## src/rtl/surf_cmd_receiver.sv

```systemverilog
// SURF-side receiver for the serial CMD line from the TURF event generator.
// Deserializes digitize-command frames into an event ID and a buffer number,
// checks parity and framing, and holds the decoded event until readout acks it.
//
// Frame, one bit per clk33_i: start(1), ID (LSB first), buffer (LSB first),
// even-parity bit over ID+buffer+parity, stop(0).
//
// Ports:
//   clk33_i        system clock, one CMD bit per cycle
//   rst_i          synchronous active-high reset
//   CMD_i          serial command line (asynchronous, idles low)
//   evt_ack_i      readout consumed the held event (pulse)
//   evid_o         held event ID
//   buffer_o       held buffer number
//   evt_valid_o    held event present
//   evt_new_o      pulse: new event latched
//   err_parity_o   pulse: parity error, frame dropped
//   err_frame_o    pulse: stop bit was 1, frame dropped
//   err_overrun_o  pulse: good frame dropped because an event is still held
//   parity_cnt_o   saturating parity-error count
//   frame_cnt_o    saturating framing-error count
//   overrun_cnt_o  saturating overrun count
module surf_cmd_receiver #(
  parameter int unsigned ID_BITS  = 32,
  parameter int unsigned BUF_BITS = 2,
  parameter int unsigned CNT_BITS = 8
) (
  input  logic                clk33_i,
  input  logic                rst_i,
  input  logic                CMD_i,
  input  logic                evt_ack_i,
  output logic [ID_BITS-1:0]  evid_o,
  output logic [BUF_BITS-1:0] buffer_o,
  output logic                evt_valid_o,
  output logic                evt_new_o,
  output logic                err_parity_o,
  output logic                err_frame_o,
  output logic                err_overrun_o,
  output logic [CNT_BITS-1:0] parity_cnt_o,
  output logic [CNT_BITS-1:0] frame_cnt_o,
  output logic [CNT_BITS-1:0] overrun_cnt_o
);

  localparam int unsigned PayBits = ID_BITS + BUF_BITS;
  localparam int unsigned CntW    = $clog2(PayBits + 1);

  typedef enum logic [2:0] {StIdle, StShift, StParity, StStop, StWaitIdle} state_e;

  state_e state_q, state_d;

  logic               sync1_q, sync2_q, cmd_s;
  logic [CntW-1:0]    bit_cnt_q;
  logic               par_q;
  logic [PayBits-1:0] payload_q;
  logic               stop_good, stop_parity, stop_frame;
  logic               accept, overrun;

  function automatic logic [CNT_BITS-1:0] sat_inc(input logic [CNT_BITS-1:0] v);
    return (&v) ? v : v + 1'b1;
  endfunction

  // Two-flop synchronizer for the asynchronous CMD line.
  always_ff @(posedge clk33_i) begin
    if (rst_i) begin
      sync1_q <= 1'b0;
      sync2_q <= 1'b0;
    end else begin
      sync1_q <= CMD_i;
      sync2_q <= sync1_q;
    end
  end

  assign cmd_s = sync2_q;

  // FSM state register.
  always_ff @(posedge clk33_i) begin
    if (rst_i) state_q <= StIdle;
    else       state_q <= state_d;
  end

  // FSM next-state logic.
  always_comb begin
    state_d = state_q;
    unique case (state_q)
      StIdle:     if (cmd_s) state_d = StShift;
      StShift:    if (bit_cnt_q == CntW'(PayBits - 1)) state_d = StParity;
      StParity:   state_d = StStop;
      StStop:     state_d = cmd_s ? StWaitIdle : StIdle;
      StWaitIdle: if (!cmd_s) state_d = StIdle;
      default:    state_d = StIdle;
    endcase
  end

  // FSM outputs: frame verdict, valid only while the stop bit is on cmd_s.
  always_comb begin
    stop_good   = 1'b0;
    stop_parity = 1'b0;
    stop_frame  = 1'b0;
    if (state_q == StStop) begin
      stop_frame  = cmd_s;
      stop_parity = !cmd_s && par_q;
      stop_good   = !cmd_s && !par_q;
    end
  end

  // Shift/parity datapath. par_q ends up as the XOR of payload and parity bits.
  always_ff @(posedge clk33_i) begin
    if (rst_i) begin
      bit_cnt_q <= '0;
      par_q     <= 1'b0;
      payload_q <= '0;
    end else begin
      unique case (state_q)
        StIdle: begin
          bit_cnt_q <= '0;
          par_q     <= 1'b0;
        end
        StShift: begin
          bit_cnt_q <= bit_cnt_q + 1'b1;
          par_q     <= par_q ^ cmd_s;
          // Shift in at the MSB so the first (LSB) bit lands at bit 0.
          payload_q <= {cmd_s, payload_q[PayBits-1:1]};
        end
        StParity: par_q <= par_q ^ cmd_s;
        default: ;
      endcase
    end
  end

  // An ack in the verdict cycle frees the holding register for the new frame.
  assign accept  = stop_good && (!evt_valid_o || evt_ack_i);
  assign overrun = stop_good && evt_valid_o && !evt_ack_i;

  // Event holding register, result pulses and error counters.
  always_ff @(posedge clk33_i) begin
    if (rst_i) begin
      evid_o        <= '0;
      buffer_o      <= '0;
      evt_valid_o   <= 1'b0;
      evt_new_o     <= 1'b0;
      err_parity_o  <= 1'b0;
      err_frame_o   <= 1'b0;
      err_overrun_o <= 1'b0;
      parity_cnt_o  <= '0;
      frame_cnt_o   <= '0;
      overrun_cnt_o <= '0;
    end else begin
      evt_new_o     <= accept;
      err_parity_o  <= stop_parity;
      err_frame_o   <= stop_frame;
      err_overrun_o <= overrun;
      if (accept) begin
        evid_o      <= payload_q[ID_BITS-1:0];
        buffer_o    <= payload_q[PayBits-1:ID_BITS];
        evt_valid_o <= 1'b1;
      end else if (evt_ack_i) begin
        evt_valid_o <= 1'b0;
      end
      if (stop_parity) parity_cnt_o  <= sat_inc(parity_cnt_o);
      if (stop_frame)  frame_cnt_o   <= sat_inc(frame_cnt_o);
      if (overrun)     overrun_cnt_o <= sat_inc(overrun_cnt_o);
    end
  end

endmodule

```

## config.mk

```make
export PLATFORM = sky130hd
export DESIGN_NAME = surf_cmd_receiver
export DESIGN_NICKNAME = d
export VERILOG_FILES = /design/src/rtl/surf_cmd_receiver.sv
export SDC_FILE = /design/constraint.sdc
export NUM_CORES = 1
export LEC_CHECK = 0
export BUFFER_PORTS_ARGS = -buffer_cell sky130_fd_sc_hd__buf_2
export CORE_AREA = 2 2 92 94
export CTS_CLUSTER_DIAMETER = 40
export DETAILED_ROUTE_END_ITERATION = 12
export DIE_AREA = 0 0 94 96
export PLACE_DENSITY_LB_ADDON = 0.3
export SYNTH_ARGS = -nofsm -noshare
export SYNTH_HDL_FRONTEND = slang
export SYNTH_SLANG_ARGS = --single-unit
export TNS_END_PERCENT = 5
```

## constraint.sdc

```tcl
create_clock -name clk33_i -period 1.8 [get_ports clk33_i]
set_input_delay 0 -clock clk33_i [delete_from_list [all_inputs] [get_ports clk33_i]]
set_output_delay 0 -clock clk33_i [all_outputs]
set_load 0.01 [all_outputs]
```

; ---- Word-level counts from Yosys, hierarchy flattened
; Index checks and enable logic that the tools add are counted.
; W data, S select, Z words.
[word_totals]
regBits = 109
latch_bits = 0
ram_bits = 0
rom_bits = 0
in_bits = 4
output_inout_bits = 63
elab_cells = 66
n_memories = 0
[classes]
add_sub_neg = 4
multipliers = 0
div = 0
magnitude_cmp = 0
n_eq_ne = 8
shifts = 0
mux = 12
n_bitwise = 4
n_reduce_logical = 22
[ops]
columns = cell, count
row1 = $add A8 B1 Y8 const B, 3
row2 = $reduce_and A8 Y1, 3
row3 = $pmux W3 S5, 1
row4 = $mux W3, 4
row5 = $pmux W6 S2, 1
row6 = $add A6 B1 Y6 const B, 1
row7 = $eq A3 B2 Y1 const B, 2
row8 = $eq A6 B6 Y1 const B, 1
row9 = $ne A2 B2 Y1 const B, 3
row10 = $reduce_and A2 Y1, 3
row11 = $reduce_bool A2 Y1, 3
row12 = $logic_and A1 B1 Y1, 5
row13 = $mux W1, 5
row14 = $logic_not A1 Y1, 4
row15 = $eq A3 B1 Y1 const B, 1
row16 = $eq A3 B3 Y1 const B, 1
row17 = $logic_not A3 Y1, 1
row18 = $not A1 Y1, 3
row19 = $reduce_and A3 Y1, 1
row20 = $pmux W1 S2, 1
row21 = $reduce_or A2 Y1, 1
row22 = $logic_or A1 B1 Y1, 1
row23 = $xor A1 B1 Y1, 1

; ---- Depth between registers and ports, before layout
[depth]
ltp_word = 6
ltp_mapped = 7
ltp_nobuf = 6

; ---- Worst setup path before layout
; OpenSTA, ideal clock, no wires.
[synth_timing]
kind = flip-flop to flip-flop
start = register sync2_q (netlist: cmd_s)
end = register overrun_cnt_o[6]
setup_ps = 116
arrival_time_ps = 1432
t_required_ps = 1684
path_slack_ps = 251
stages_incl_launch_ff = 7
path_buffers = 0
synth_period_minus_slack_ps = 1549
path_cell_list = dfxtp_1 -> inv_1 -> ha_1 -> nand3b_1 -> nor4b_4 -> a21oi_1 -> a31o_2
[synth_via]
elab_chain_cells = 6
[synth_rtl]
columns = element, line
row1 = "start, declared", 51  ; logic sync1_q, sync2_q, cmd_s;
row2 = "start signal, assigned", 69  ; sync2_q <= sync1_q;
row3 = $logic_not A1 Y1, 102  ; stop_good = !cmd_s && !par_q;
row4 = $logic_and A1 B1 Y1, 102
row5 = $mux W1, 99  ; if (state_q == StStop) begin
row6 = $logic_and A1 B1 Y1 (2 in a row), 132  ; assign overrun = stop_good && evt_valid_o && !evt_ack_i;
row7 = $reduce_and A2 Y1 (no source line), --
row8 = "end signal, assigned", 161  ; if (overrun) overrun_cnt_o <= sat_inc(overrun_cnt_o);
row9 = "end, declared", 41  ; output logic [CNT_BITS-1:0] overrun_cnt_o
; No other way between the ends.
; A chain may end at the register's enable or synchronous reset.

; ---- Final worst setup path
[layout_timing]
start = register sync2_q (netlist: cmd_s)
end = register overrun_cnt_o[4]
; Same word-level chain as after synthesis.

==> results.cfg <==
[setup_path]
critPathCaptureType = flip-flop
regToRegSetupSlack_ns = 0.16
crit_type = reg -> reg
rr_endpoint = overrun_cnt_o[4]$_SDFFE_PP0P_
path_common_cell = buf_4
crit_fanout = 6
cpPeakStageDelay_ns = 0.35
reg2reg_from = cmd_s$_SDFF_PP0_
cp_slowest_cell = dfxtp_1
required_ns = 2.05
reg2reg_depth = 8
start_kind = flip-flop
worst_ep_arrival_time_ns = 1.89
crit_chain = inv_2 > ha_2 > nand3b_1 > buf_4 > nor4b_4 > buf_4 > xnor2_1 > nor2_1

[yosys]
seq_area_frac_synth = 0.5023
async_reset_ff_frac = 0
ys_top_cells_by_area = dfxtp_1 50%, mux2i_1 8.8%, nand2_1 6.2%, nor2_1 5.8%, a21oi_1 5.2%
syn-num-nets = 483
ys_ff_latch = 109
synth_top_area_share = 0.5023
synth_edf_count = 0
yosysWarnings = 0
synth-main-ff-cell = dfxtp_1
avgSynthCellArea_um2 = 9.204
syn_area_um2 = 4344
synthCells = 472
synthDistinctLibCells = 46
yosysTopAreaCell = dfxtp_1

[grt]
grt-ovfl-total = 0
grt_max_degree = 71
grt_use_total = 0.1916
antenna_found_initial = 0
grt_first_pass_wirelength_um = 13900
grt_pass1_vias = 3073

[timing]
finalSetupTns_ns = 0
rsz0062_at_grt = no
finalCritPeriodShare = 0.9090
tightest_slew_ns = 0.4318
drv_slew = 0
report.final.hold_viol_count = 0
min_period_ns = 1.636
clock.fmax_mhz = 611.2
max-slew-margin-rel = 0.7121
clock_skew_ns = 0.007869
setup_viol = 0

[power]
ir_worst_vdd_mv = 0.5489
p_leak_nw = 1.999
powerDensity_nw_per_um2 = 796.2

[routing]
vias = 3380
vias_per_cell = 5.248
routedWlPerCell_um = 12.78
ant_nets = 0
drtIter0Drc = 158
dr.pass1.iters = 4
wirelength_um = 8233
drc = 0

[finish]
antenna_cells = 0
fill_cells = 724
drive_above_1_share = 0.1911
final_cells = 644
nets = 545
fin_area_um2 = 4997
syn2layout_area_growth_pct = 15.03

[placement]
gp_congestion = 0.7693
io_buffers = 66
dpl_cell_area_um2 = 4763
dp_hpwl_um = 5394
dp_cells = 624

[hold_path]
hold_start = rst_i
min_path_cells = 2
hold_path.class = in -> reg
whs_endpoint = overrun_cnt_o[4]$_SDFFE_PP0P_

[clock_network]
max-clock-path-buffers = 2
clkTransAtPathRegs_ns = 0.10
cts_root_buffer = clkbuf_8
cts_tree = done
cts.sinks = 109
htree_levels = 3
clk_latency_ns = 0.37
numCtsBuffers = 9

[floorplanning]
dieArea_um2 = 9024
core_um2 = 8051
die_y_um = 96
die_w_um = 94
io-pin-count = 67
row_count = 33
initial_core_util = 0.5395

[run_status]
outcome = complete, no violations

[run]
maxCapViolations = 0
kinds of logic after synthesis:
family                   synth area share
XOR/XNOR                          0.03226
buffers and inverters             0.04378
AO/OA/AOI/OAI                     0.09966
adder cells (fa/ha/maj)           0.02016
AND/OR/NAND/NOR                    0.2143
flip-flops                         0.5023
multiplexers                      0.08756
stage by stage:
stage               power (mW)  worst slack, ns  utilization  hold slack [ns]
finish                   3.979           0.1638       0.6207          0.04617
global route             4.148          0.02246       0.6207          0.04596
CTS                      4.027          0.02093       0.6179          0.04250
detailed placement       2.589          0.06398       0.5916           0.2221
global placement         2.588           0.1270       0.5916           0.2246
floorplan                2.555           0.2514            -           0.1282
worst max-delay path: cells and delay by family, from the launching register on:
kind / cells / cell delay [ns]
xor gates and xnor gates: 1 / 0.11
DFF: 1 / 0.35
and+or+nand+nor: 3 / 0.45
adders and majority gates: 1 / 0.19
buffers and inverters: 3 / 0.42
Yosys cell counts, drive strengths merged (5+ instances only):
library cell and count:
a21oi 45, and3 6, buf 18, clkbuf 11, dfxtp 109, ha 7, inv 5, mux2i 38
nand2 72, nand3 7, nor2 68, nor2b 7, nor3 9, o211ai 6, xor2 14
metal layers:
metal / up-vias / global-route usage / wire [um]
li1: 1720 / - / -
met1: 1574 / 0.2376 / 3875
met2: 76 / 0.3321 / 3847
met3: 10 / 0.03367 / 383
met4: 0 / 0.07609 / 126
met5: - / 0 / 0
worst max-delay path by stage:
stage                           startpoint  depth (start not counted)                       endpoint  slack (ns)
after CTS                 cmd_s$_SDFF_PP0_                          6  overrun_cnt_o[6]$_SDFFE_PP0P_        0.02
final                     cmd_s$_SDFF_PP0_                          8  overrun_cnt_o[4]$_SDFFE_PP0P_        0.16
after detailed placement  cmd_s$_SDFF_PP0_                          6  overrun_cnt_o[5]$_SDFFE_PP0P_        0.06
after global routing      cmd_s$_SDFF_PP0_                          7  overrun_cnt_o[6]$_SDFFE_PP0P_        0.02
after global placement    cmd_s$_SDFF_PP0_                          6  overrun_cnt_o[6]$_SDFFE_PP0P_        0.13
after floorplan           cmd_s$_SDFF_PP0_                          6  overrun_cnt_o[6]$_SDFFE_PP0P_        0.25
where the power goes:
group	leakage [nW]	total (mW)	switching, mW	internal (mW)
clock	0.0939	1.44	0.793	0.650
combinational	1.03	0.116	0.0793	0.0369
sequential	0.878	2.42	0.00524	2.41
cell type report:
type / count / area (um2) / share of cell area
timing repair buffer: 80 / 493.0 / 0.09865
clock inverter: 5 / 60.06 / 0.01202
sequential: 109 / 2182 / 0.4367
tap: 105 / 131.4 / 0.02629
multi-input combinational: 329 / 1981 / 0.3963
clock buffer: 11 / 131.4 / 0.02629
inverter: 5 / 18.77 / 0.003756
state kept, by name, indices dropped and copies added, names as in the netlist:
name / count
err_frame_o: 1
buffer_o: 2
frame_cnt_o: 8
sync1_q: 1
evt_valid_o: 1
cmd_s: 1
evid_o: 32
overrun_cnt_o: 8
state_q: 3
bit_cnt_q: 6
payload_q: 34
evt_new_o: 1
parity_cnt_o: 8
par_q: 1
err_parity_o: 1
err_overrun_o: 1
layout by cell type (no fill, tap or decap), types with 3 or more instances in the layout:
cell type and count:
xor2_1 14, and3_1 5, nand2_1 72, nor2_1 67, a21o_1 3, a21oi_1 45
nand3_1 7, o2111ai_1 4, buf_4 9, mux2i_1 38, o211ai_1 6, buf_2 65
dfxtp_1 109, nand4_1 4, buf_12 4, and4_1 3, nor3_1 8, nand2b_1 3
inv_1 4, clkbuf_8 9, ha_1 6, nor2b_1 7, and2_1 3
what timing repair did:
item,in CTS,in global routing
setup endpoints to repair,0,6
endpoints found under the hold margin,2,0
resized for setup,0,3
hold buffers,2,0
setup buffers,0,2
Power figures use the tool's default switching activity.
